### config.mk
export PLATFORM = sky130hd
export DESIGN_NAME = motor_dir_sequencer
export DESIGN_NICKNAME = d
export VERILOG_FILES = /design/src/rtl/motor_ctrl_pkg.sv /design/src/rtl/ramp_tick_gen.sv /design/src/rtl/motor_dir_sequencer.sv
export SDC_FILE = /design/constraint.sdc
export NUM_CORES = 1
export LEC_CHECK = 0
export BUFFER_PORTS_ARGS = -buffer_cell sky130_fd_sc_hd__buf_2
export CORE_MARGIN = 5
export CORE_UTILIZATION = 40
export CTS_CLUSTER_SIZE = 12
export DETAILED_ROUTE_END_ITERATION = 8
export HOLD_SLACK_MARGIN = 0.12
export REMOVE_ABC_BUFFERS = 1
export SYNTH_ARGS = -nofsm -noshare
export SYNTH_HDL_FRONTEND = slang
export SYNTH_SLANG_ARGS = --single-unit
### constraint.sdc
create_clock -name Clk -period 5.27 [get_ports Clk]
set_input_delay 0.2635 -clock Clk [delete_from_list [all_inputs] [get_ports Clk]]
set_output_delay 0.2635 -clock Clk [all_outputs]
set_load 0.01 [all_outputs]
### src/rtl/motor_ctrl_pkg.sv
// Shared types and helpers for the motor direction sequencer:
// FSM state encoding, duty width and duty arithmetic.
package motor_ctrl_pkg;

  localparam int DUTY_W = 7;

  typedef logic [DUTY_W-1:0] duty_t;

  localparam duty_t DUTY_MAX = 7'd100;

  typedef enum logic [1:0] {
    ST_RUN   = 2'd0,
    ST_BRAKE = 2'd1,
    ST_DEAD  = 2'd2,
    ST_FAULT = 2'd3
  } state_t;

  function automatic duty_t clamp_duty(input duty_t d);
    return (d > DUTY_MAX) ? DUTY_MAX : d;
  endfunction

  // Move cur toward tgt by at most step; the result always lies between cur and tgt.
  function automatic duty_t step_toward(input duty_t cur, input duty_t tgt, input duty_t step);
    duty_t diff;
    if (cur < tgt) begin
      diff = tgt - cur;
      return cur + ((diff < step) ? diff : step);
    end
    diff = cur - tgt;
    return cur - ((diff < step) ? diff : step);
  endfunction

endpackage

### src/rtl/ramp_tick_gen.sv
// Free-running prescaler producing a one-cycle tick every RAMP_DIV clocks.
module ramp_tick_gen #(
  parameter int RAMP_DIV = 100000
) (
  input  logic Clk,
  input  logic Reset_n,
  output logic tick
);

  localparam int CNT_W = (RAMP_DIV > 1) ? $clog2(RAMP_DIV) : 1;
  localparam logic [CNT_W-1:0] CNT_LAST = CNT_W'(RAMP_DIV - 1);

  logic [CNT_W-1:0] cnt_q, cnt_d;

  assign tick = (cnt_q == CNT_LAST);

  always_comb begin
    cnt_d = tick ? '0 : cnt_q + CNT_W'(1);
  end

  always_ff @(posedge Clk or negedge Reset_n) begin
    if (!Reset_n) cnt_q <= '0;
    else          cnt_q <= cnt_d;
  end

endmodule

### src/rtl/motor_dir_sequencer.sv
// Duty/direction sequencer for an H-bridge: ramps duty, brakes to zero and waits
// a dead time before reversing, and latches a stall fault from encoder windows.
module motor_dir_sequencer
  import motor_ctrl_pkg::*;
#(
  parameter int RAMP_DIV      = 100000,
  parameter int STEP          = 1,
  parameter int DEAD_CYCLES   = 1000000,
  parameter int STALL_DUTY    = 20,
  parameter int STALL_WINDOWS = 2
) (
  input  logic              Clk,
  input  logic              Reset_n,
  input  logic              cmd_valid,
  output logic              cmd_ready,
  input  logic [DUTY_W-1:0] cmd_duty,
  input  logic              cmd_dir,
  input  logic [31:0]       pulse_count,
  input  logic              pulse_update,
  input  logic              fault_clear,
  output logic [DUTY_W-1:0] duty_cycle,
  output logic              Dir,
  output logic              busy,
  output logic              fault,
  output logic [1:0]        state
);

  localparam int DEAD_W  = (DEAD_CYCLES > 1) ? $clog2(DEAD_CYCLES) : 1;
  localparam int STALL_W = $clog2(STALL_WINDOWS + 1);
  localparam logic [DEAD_W-1:0]  DEAD_LOAD  = DEAD_W'(DEAD_CYCLES - 1);
  localparam logic [STALL_W-1:0] STALL_LAST = STALL_W'(STALL_WINDOWS - 1);
  localparam duty_t STEP_D    = duty_t'(STEP);
  localparam duty_t STALL_MIN = duty_t'(STALL_DUTY);

  state_t              state_q, state_d;
  duty_t               duty_q, duty_d;
  duty_t               tgt_duty_q, tgt_duty_d;
  logic                dir_q, dir_d;
  logic                tgt_dir_q, tgt_dir_d;
  logic [DEAD_W-1:0]   dead_q, dead_d;
  logic [STALL_W-1:0]  stall_q, stall_d;
  logic                fault_q, fault_d;
  logic                tick;
  logic                stall_window;

  ramp_tick_gen #(.RAMP_DIV(RAMP_DIV)) u_tick (
    .Clk     (Clk),
    .Reset_n (Reset_n),
    .tick    (tick)
  );

  always_comb begin
    state_d    = state_q;
    duty_d     = duty_q;
    tgt_duty_d = tgt_duty_q;
    dir_d      = dir_q;
    tgt_dir_d  = tgt_dir_q;
    dead_d     = dead_q;
    stall_d    = stall_q;
    fault_d    = fault_q;

    stall_window = pulse_update && (duty_q >= STALL_MIN) && (pulse_count == 32'd0);

    case (state_q)
      ST_RUN: begin
        if (cmd_valid) begin
          tgt_duty_d = clamp_duty(cmd_duty);
          tgt_dir_d  = cmd_dir;
        end
        if (pulse_update) stall_d = stall_window ? stall_q + STALL_W'(1) : '0;

        // A stall outranks both reversal and ramping in the same cycle.
        if (stall_window && (stall_q == STALL_LAST)) begin
          state_d = ST_FAULT;
          duty_d  = '0;
          fault_d = 1'b1;
          stall_d = '0;
        end else if (tgt_dir_q != dir_q) begin
          stall_d = '0;
          if (duty_q != '0) begin
            state_d = ST_BRAKE;
          end else begin
            state_d = ST_DEAD;
            dead_d  = DEAD_LOAD;
          end
        end else if (tick) begin
          duty_d = step_toward(duty_q, tgt_duty_q, STEP_D);
        end
      end

      ST_BRAKE: begin
        if (duty_q == '0) begin
          state_d = ST_DEAD;
          dead_d  = DEAD_LOAD;
        end else if (tick) begin
          duty_d = step_toward(duty_q, '0, STEP_D);
        end
      end

      ST_DEAD: begin
        if (dead_q == '0) begin
          state_d = ST_RUN;
          dir_d   = tgt_dir_q;
        end else begin
          dead_d = dead_q - DEAD_W'(1);
        end
      end

      ST_FAULT: begin
        if (fault_clear) begin
          state_d    = ST_RUN;
          fault_d    = 1'b0;
          tgt_duty_d = '0;
          tgt_dir_d  = dir_q;
        end
      end

      default: state_d = ST_RUN;
    endcase
  end

  always_ff @(posedge Clk or negedge Reset_n) begin
    if (!Reset_n) begin
      state_q    <= ST_RUN;
      duty_q     <= '0;
      tgt_duty_q <= '0;
      dir_q      <= 1'b0;
      tgt_dir_q  <= 1'b0;
      dead_q     <= '0;
      stall_q    <= '0;
      fault_q    <= 1'b0;
    end else begin
      state_q    <= state_d;
      duty_q     <= duty_d;
      tgt_duty_q <= tgt_duty_d;
      dir_q      <= dir_d;
      tgt_dir_q  <= tgt_dir_d;
      dead_q     <= dead_d;
      stall_q    <= stall_d;
      fault_q    <= fault_d;
    end
  end

  assign cmd_ready  = (state_q == ST_RUN);
  assign duty_cycle = duty_q;
  assign Dir        = dir_q;
  assign fault      = fault_q;
  assign state      = state_q;
  assign busy       = (state_q != ST_RUN) || (duty_q != tgt_duty_q) || (dir_q != tgt_dir_q);

endmodule

# --- Word-level counts from Yosys, hierarchy flattened ---
# Index checks and enable logic that the tools add are counted.
op_classes:
  addsub: 10
  magnitude_cmp: 8
  n_eq_ne: 22
  muxes: 51
  n_reduce_logical: 22
op_table:
  columns: ["cell", "count"]
  rows:
  - ["$mux W7", 16]
  - ["$mux W20", 5]
  - ["$pmux W20 S3", 1]
  - ["$lt A7 B1 Y1 const B", 5]
  - ["$logic_not A32 Y1", 1]
  - ["$pmux W7 S2", 2]
  - ["$sub A7 B7 Y7", 4]
  - ["$logic_not A20 Y1", 1]
  - ["$mux W2", 10]
  - ["$sub A20 B1 Y20 const B", 1]
  - ["$add A17 B1 Y17 const B", 1]
  - ["$eq A17 B17 Y1 const B", 1]
  - ["$mux W17", 1]
  - ["$ne A2 B2 Y1 const B", 8]
  - ["$add A7 B7 Y7", 2]
  - ["$mux W1", 13]
  - ["$pmux W2 S4", 1]
  - ["$ge A7 B5 Y1 const B", 1]
  - ["$gt A7 B7 Y1 const B", 1]
  - ["$logic_not A7 Y1", 1]
  - ["$lt A7 B7 Y1", 1]
  - ["$ne A7 B7 Y1", 1]
  - ["$reduce_bool A7 Y1", 1]
  - ["$sub A1 B7 Y7 const A", 1]
  - ["18 further kinds", 33]
totals:
  register_bits: 58
  inputBits: 45
  output_inout_bits: 13
  wordCells: 122

# --- Depth between registers and ports, before layout ---
# Gate-level depths: netlist of the first run.
logic_depth:
  depth_word: 11
  mapped_depth: 19
  depth_no_buf: 19

# --- Cells and area by module ---
# Synthesis of the first run repeated with hierarchy kept, for this count alone.
hier_totals:
  hier_cells: 489
  area_unflattened_um2: 4287.9
modules_own_cells:
  columns: ["module", "n_inst", "cells_per_inst", "area_each_um2", "seq_area_each_um2"]
  rows:
  - ["motor_dir_sequencer", 1, 415, 3494.6, 1026.0]
  - ["ramp_tick_gen", 1, 74, 793.3, 425.4]

# --- Least setup slack after synthesis of the first run ---
# No wires, ideal clock.
synth_timing:
  path_type: "reg-to-reg"
  startpoint: "register duty_q[2] (netlist: duty_cycle[2])"
  endpoint: "register duty_q[6] (netlist: duty_cycle[6])"
  setup_ns: 0.087
  arrival_ns: 3.941
  t_required_ns: 5.183
  setup_slack_ns: 1.242
  path_stages_with_launch: 17
  n_path_buf: 0
  synth_period_minus_slack_ns: 4.028
  cell_sequence: "dfrtp_1 inv_1 ha_1 nor2b_1 o21ai_0 a211oi_1 or3_1 a211oi_1 ha_1 and2_1 fa_1 nand2b_1 a2111o_1 o311ai_0 a21oi_1 nand3b_1 a22oi_1"
synth_via:
  elab_chain_cells: 11
synth_lines:
  columns: ["item", "line_no", "source"]
  rows:
  - ["start, declared", "motor_dir_sequencer.sv:36", "duty_t duty_q, duty_d;"]
  - ["start signal, assigned", "motor_dir_sequencer.sv:134", "duty_q <= duty_d;"]
  - ["branches (longest 11 deep; another with $sub A7 B7 Y7)", null, null]
# Parallel ways; which one is timed is not known. The select of a mux whose other input is x is not followed.
# A chain may end at the register's enable or synchronous reset.

# --- Worst setup path after layout of the first run ---
layout_timing:
  startpoint: "register duty_q[2] (netlist: duty_cycle[2])"
  endpoint: "register duty_q[5] (netlist: duty_cycle[5])"
# Same word-level chain as after synthesis.

==> impl_metrics.ini, run 1 <==
[yosys]
async_flop_share_pct = 100
ys_seq_elements = 58
synthTopCellsByArea = dfrtp_1, ha_1, a21oi_1
synth_top_area_cell = dfrtp_1
synth.distinct_cells = 61
synth_area_sq_mm = 0.00444
syn_avg_cell_area_sq_um = 8.65
syn_inst = 513
ys.flop_type = dfrtp_1
ys_warn_count = 0
synth_edf_count = 0
yosys.area.top_type_share_pct = 32.7
synth-seq-area-share_pct = 32.7

[global_route]
first_global_vias = 3945
grt_pass1_wl_um = 18700
grt-ovfl-total = 0
grt.total_usage_pct = 17.5
antenna_found_initial = 0
grt_max_degree = 59

[routing]
drtPass1Iterations = 5
wl_per_cell_um = 15.8
wl_met1_um = 5170
vias = 4089
met2_length_um = 5620
viasPerCell = 5.70
drc = 0
top_layer = met4
drtAntennaViolNets = 0
dr.first_iter.drc_count = 338
wirelength_um = 11400
wl_met3_um = 315

[critical_path]
crit_fanout = 8
critical_path_arrival_ns = 4.69
cp-start-kind = flip-flop
worstReg2RegStart = duty_cycle[2]
crit_path_end_kind = flip-flop
startpoint = duty_cycle[2]
rr_worst_depth = 18
worstSetupPathType = flip-flop to flip-flop
cp.required_ns = 5.48

[timing]
min_period_over_period_pct = 85.0
timing.fmax_mhz = 223
setup_viol = 0
layout_setup_ws_ns = 0.788
hold_violations = 0
worst_slew_pin_slew_ns = 0.984
fin_skew_ns = 0.00694
tns_ns = 0
layout_min_cycle_time_ns = 4.48
maxSlewHeadroom_pct = 33.8
slew_viol_final = 0
rsz0062_at_grt = false

[power_and_ir_drop]
cellPowerDensity_mw_per_mm2 = 657
max-vdd-ir-drop_uv = 477
leakagePower_uw = 0.00221

[floorplanning]
dieWidth_um = 115
dieArea_sq_mm = 0.0133
core_area_sq_mm = 0.0108
start_util_pct = 40.9
num_rows = 38
io_pins = 58
die_h_um = 115

[flow_run]
max-cap-violations = 0

[min_path]
min_path_type = input port to flip-flop
min-delay-start = cmd_duty[4]
holdPathStages = 2

[clock_network]
cts_buffers = 9
h-tree-depth = 3
clk_path_buf_depth = 2
cts_tree = done
insertion_delay_ns = 0.34
post_cts_buffers = 0
root_buffer = clkbuf_8
cts_num_sinks = 58
clkSlewWorstSetupHoldPaths_ns = 0.07

[outcome]
status = complete, no violations

[final_layout]
drive_gt1_share_pct = 14.9
areaGrowthSynthToFinish_pct = 14.8
utilization_pct = 47.0
multi_input_area_sq_mm = 0.00281
diodes = 0
nFillCells = 1064
seqCellArea_sq_mm = 0.00145
layout.nets = 657

[place]
pre_cts_slack_ns = 0.808
dpl.hpwl_um = 8610
port_buffers = 57
gp_congestion = 0.875
-- report_power, final --
| group | leakage, uW | internal (uW) | switching (uW) |
|---|---|---|---|
| Clock | 0.000117 | 292 | 186 |
| Combinational | 0.00138 | 881 | 1190 |
| Sequential | 0.000706 | 596 | 202 |
-- worst max-delay path, stage by stage, from the launching register on --
cell      delay [ns]
dfrtp_1         0.51
inv_1           0.14
ha_1            0.42
nor2b_1         0.18
o21ai_0         0.23
a211oi_1        0.14
or3_1           0.36
a211oi_1        0.39
ha_1            0.27
nor4_1          0.07
nor2_1          0.21
and2_1          0.16
ha_1            0.26
o21a_1          0.19
o31a_1          0.12
o22ai_1         0.23
xnor2_1         0.13
a221oi_2        0.28
a21oi_1         0.06
-- cells in the final DEF, fill, tap and decap left out, types with 9 or more instances in the layout --
master    count
nand2_1      41
nor2_1       42
xor2_1       11
inv_1        32
clkbuf_8     11
nand3_1      22
nor3_1       12
o21ai_0      33
nand2b_1      9
buf_2        57
ha_1         36
nor4_1       12
o31ai_1       9
a22o_1       11
a21oi_1      33
dfrtp_1      58
xnor2_1      15
nor2b_1      11
-- flip-flops by register name (all words and copies together) (netlist names) --
name / cells
Dir: 1
state: 2
tgt_duty_q: 7
fault: 1
u_tick.cnt_q: 17
tgt_dir_q: 1
duty_cycle: 7
dead_q: 20
stall_q: 2
-- layout make-up --
class	instances	share of cell area, %
inverter	32	2.36
sequential	58	28.5
multi-input combinational	411	55.1
tap	140	3.44
timing repair buffer	60	6.09
clock inverter	4	1.45
clock buffer	12	3.05
-- cell usage after synthesis, drive strengths merged (3+ instances only) --
library cell and number:
xnor2 15, a21oi 33, nor2 42, nand4 4
o22a 5, o21bai 3, a211oi 4, buf 3
a21o 3, nand3 22, and4 5, a22o 11
nor4b 5, clkbuf 10, or3 7, o31ai 9
a31oi 7, o21a 4, ha 36, or4 7
fa 4, and3 5, nor4 13, nor2b 11
inv 32, nand2b 9, mux2i 3, and2 5
xor2 11, nand3b 4, nand2 41, nor3 13
dfrtp 58, o21ai 33, mux2 3, a221oi 4
or2 3
-- stage by stage --
| stage | instances | total power, uW | hold slack (ns) | cell area [sq um] |
|---|---|---|---|---|
| final | 717 | 3350 | 0.156 | 5090 |
| after global routing | 717 | 3650 | 0.156 | 5090 |
| after CTS | 717 | 3360 | 0.139 | 5090 |
| after detailed placement | 700 | 2860 | 0.473 | 4850 |
| after global placement | 700 | 2820 | 0.466 | 4850 |
| after floorplan | 501 | 2310 | -0.0321 | 4380 |
-- metal layers --
layer  track usage [%]  up-vias
met1              22.4     1974
met5                 0        -
met3              2.63       26
met2              29.2       78
li1                  -     2011
met4              7.82        0
-- worst paths after layout --
| check | endpoint | slack, ns |
|---|---|---|
| min in group asynchronous | tgt_duty_q[5] | 0.61 |
| max in group asynchronous | duty_cycle[2] | 4.14 |
| hold / removal | tgt_duty_q[4] | 0.16 |
| setup / recovery | duty_cycle[5] | 0.79 |
| setup reg to reg | duty_cycle[5] | 0.79 |
| hold reg to reg | stall_q[1] | 0.49 |
-- repair_timing --
action / CTS / global route
setup endpoints to repair: 0 / 0
endpoints found under the hold margin: 40 / 0
gates resized for setup: 0 / 0
hold buffers: 1 / 0
-- kinds of logic (layout without fill, tap and decap cells) --
| kind of cell | after synthesis | after routing | synth area share [%] |
|---|---|---|---|
| adders and majority gates | 40 | 40 | 12.0 |
| buffers and inverters | 45 | 108 | 4.12 |
| xor gates and xnor gates | 26 | 26 | 5.13 |
| and+or+nand+nor | 200 | 200 | 24.0 |
| DFF | 58 | 58 | 32.7 |
| other | 1 | 2 | 0.0845 |
| muxes | 6 | 6 | 1.44 |
| AOI/OAI and AO/OA | 137 | 137 | 20.6 |
(Power assumes the default switching activity.)
==> inputs of run 2 (changes only) <==
--- a/config.mk
+++ b/config.mk
@@ -11,6 +11,7 @@
 export CTS_CLUSTER_SIZE = 12
 export DETAILED_ROUTE_END_ITERATION = 8
 export HOLD_SLACK_MARGIN = 0.12
+export RECOVER_POWER = 100
 export REMOVE_ABC_BUFFERS = 1
 export SYNTH_ARGS = -nofsm -noshare
 export SYNTH_HDL_FRONTEND = slang
==> impl_metrics.ini, run 2 (synthesis results as in run 1) <==
[floorplanning]
die_h_um = 115
io_pins = 58
dieArea_sq_mm = 0.0133
num_rows = 38
dieWidth_um = 115
start_util_pct = 40.9
core_area_sq_mm = 0.0108

[timing]
rsz0062_at_grt = false
min_period_over_period_pct = 85.4
layout_min_cycle_time_ns = 4.50
holdWs_ns = 0.154
maxSlewHeadroom_pct = -110
timing.fmax_mhz = 222
tns_ns = 0
setup_viol = 0
slew_viol_final = 59
worst_slew_pin_slew_ns = 3.15
fin_skew_ns = 0.00768
hold_violations = 0

[final_layout]
nFillCells = 1079
areaGrowthSynthToFinish_pct = 14.0
diodes = 0
drive_gt1_share_pct = 12.0
layout.nets = 657
layout_commonest_cell = dfrtp_1
largestRegisters = dead_q x20, u_tick.cnt_q x17
largest_reg_flops = 20
top_register = dead_q
layout_common_cells = dfrtp_1, buf_2, nor2_1, nand2_1, ha_1

[routing]
wirelength_um = 11400
drtPass1Iterations = 5
vias = 4104
drtAntennaViolNets = 0
dr.first_iter.drc_count = 374
viasPerCell = 5.72
drc = 0
wl_per_cell_um = 15.9

[global_route]
grt_pass1_wl_um = 18700
antenna_found_initial = 0
first_global_vias = 3945
grt-ovfl-total = 0
grt_max_degree = 59
grt.total_usage_pct = 17.5

[critical_path]
cp-start-kind = flip-flop
crit_path_end_kind = flip-flop
slowest_stage = dfrtp_1
worstSetupPathType = flip-flop to flip-flop
critical_path_arrival_ns = 4.71
crit_fanout = 8
cp.required_ns = 5.48
critPathMaxStageDelay_ns = 0.51
timing.critical_path.mode_cell = ha_1
path_cells = inv_1 -> ha_1 -> nor2b_1 -> o21ai_0 -> a211oi_1 -> or3_1 -> a211oi_1 -> ha_1 -> nor4_1 -> nor2_1 -> and2_0 -> ha_1 -> o21a_1 -> o31a_1 -> o22ai_1 -> xnor2_1 -> a221oi_2 -> a21oi_1

[outcome]
violations = capacitance limit, slew limit
status = finished, violations left

[flow_run]
max-cap-violations = 1

[clock_network]
cts_tree = done
root_buffer = clkbuf_8
cts_num_sinks = 58
cts_buffers = 9
insertion_delay_ns = 0.34
clkSlewWorstSetupHoldPaths_ns = 0.07
post_cts_buffers = 0
h-tree-depth = 3
clk_path_buf_depth = 2

[place]
port_buffers = 57
gp_congestion = 0.875
dpl.hpwl_um = 8610

[power_and_ir_drop]
intPower_uw = 1750
p_comb_share_pct = 61.7
power_frac_clock_pct = 14.3
p_seq_share_pct = 24.0
p_sw_share_pct = 47.4
p_sw_uw = 1580
cellPowerDensity_mw_per_mm2 = 659
max-vdd-ir-drop_uv = 476
leakagePower_uw = 0.00217

[min_path]
min_path_type = input port to flip-flop
## run 2: cell types whose count changed in the layout (fill, tap and decap cells not counted), sizes merged
| cell | previous run | this run |
|---|---|---|
| buf | 59 | 45 |
| clkbuf | 12 | 26 |
## run 2: layer usage
| layer | share of wire, % | track usage, % |
|---|---|---|
| met5 | 0 | 0 |
| met4 | 2.5 | 7.82 |
| met3 | 3.6 | 2.63 |
| met2 | 49 | 29.2 |
| met1 | 44 | 22.4 |
## run 2: area by class of cell
type | instances | area, sq um | share of cell area, %
clock inverters | 4 | 73.8 | 1.46
inverters | 32 | 120 | 2.38
repair buffers | 60 | 288 | 5.69
flip-flops and latches | 58 | 1450 | 28.7
clock buffers | 12 | 155 | 3.07
multi-input cells | 411 | 2790 | 55.2
well taps | 140 | 175 | 3.46
## run 2: worst paths after layout
path | startpoint | endpoint | slack, ns | cells past startpoint
hold / removal | cmd_duty[4] | tgt_duty_q[4] | 0.15 | 2
setup / recovery | duty_cycle[2] | duty_cycle[5] | 0.77 | 18
setup reg to reg | duty_cycle[2] | duty_cycle[5] | 0.77 | 18
min in group asynchronous | Reset_n | tgt_duty_q[5] | 1.59 | 3
max in group asynchronous | Reset_n | duty_cycle[2] | 1.89 | 3
hold reg to reg | stall_q[1] | stall_q[1] | 0.49 | 2
## run 2: power by group through the flow
stage	Clock (uW)	Combinational, uW	Sequential [uW]
4_1_cts	489	2070	798
3_3_place_gp	0	2020	799
6_report	478	2060	798
2_1_floorplan	0	1540	769
5_1_grt	512	2290	827
3_5_place_dp	0	2060	806
## run 2: timing repair
item	CTS	global route
hold buffers	1	0
gates resized for setup	0	0
endpoints found under the hold margin	40	0
## run 2: critical path: cells and delay by family, from the launching register on
kind | cells | cell delay [ns]
XOR/XNOR | 1 | 0.13
adder cells (fa/ha/maj) | 3 | 0.96
flip-flops | 1 | 0.51
AO/OA/AOI/OAI | 8 | 1.66
buffers and inverters | 1 | 0.14
AND/OR/NAND/NOR | 5 | 1.00
## run 2: metrics by stage
stage	cell area [sq um]	instances	power (uW)	setup WS, ns	utilization [%]
2_1_floorplan	4380	501	2310	1.24	-
3_3_place_gp	4850	700	2820	0.967	44.8
3_5_place_dp	4850	700	2860	0.808	44.8
4_1_cts	5090	717	3360	0.794	47.0
5_1_grt	5060	717	3630	0.360	46.7
6_report	5060	717	3330	0.767	46.7
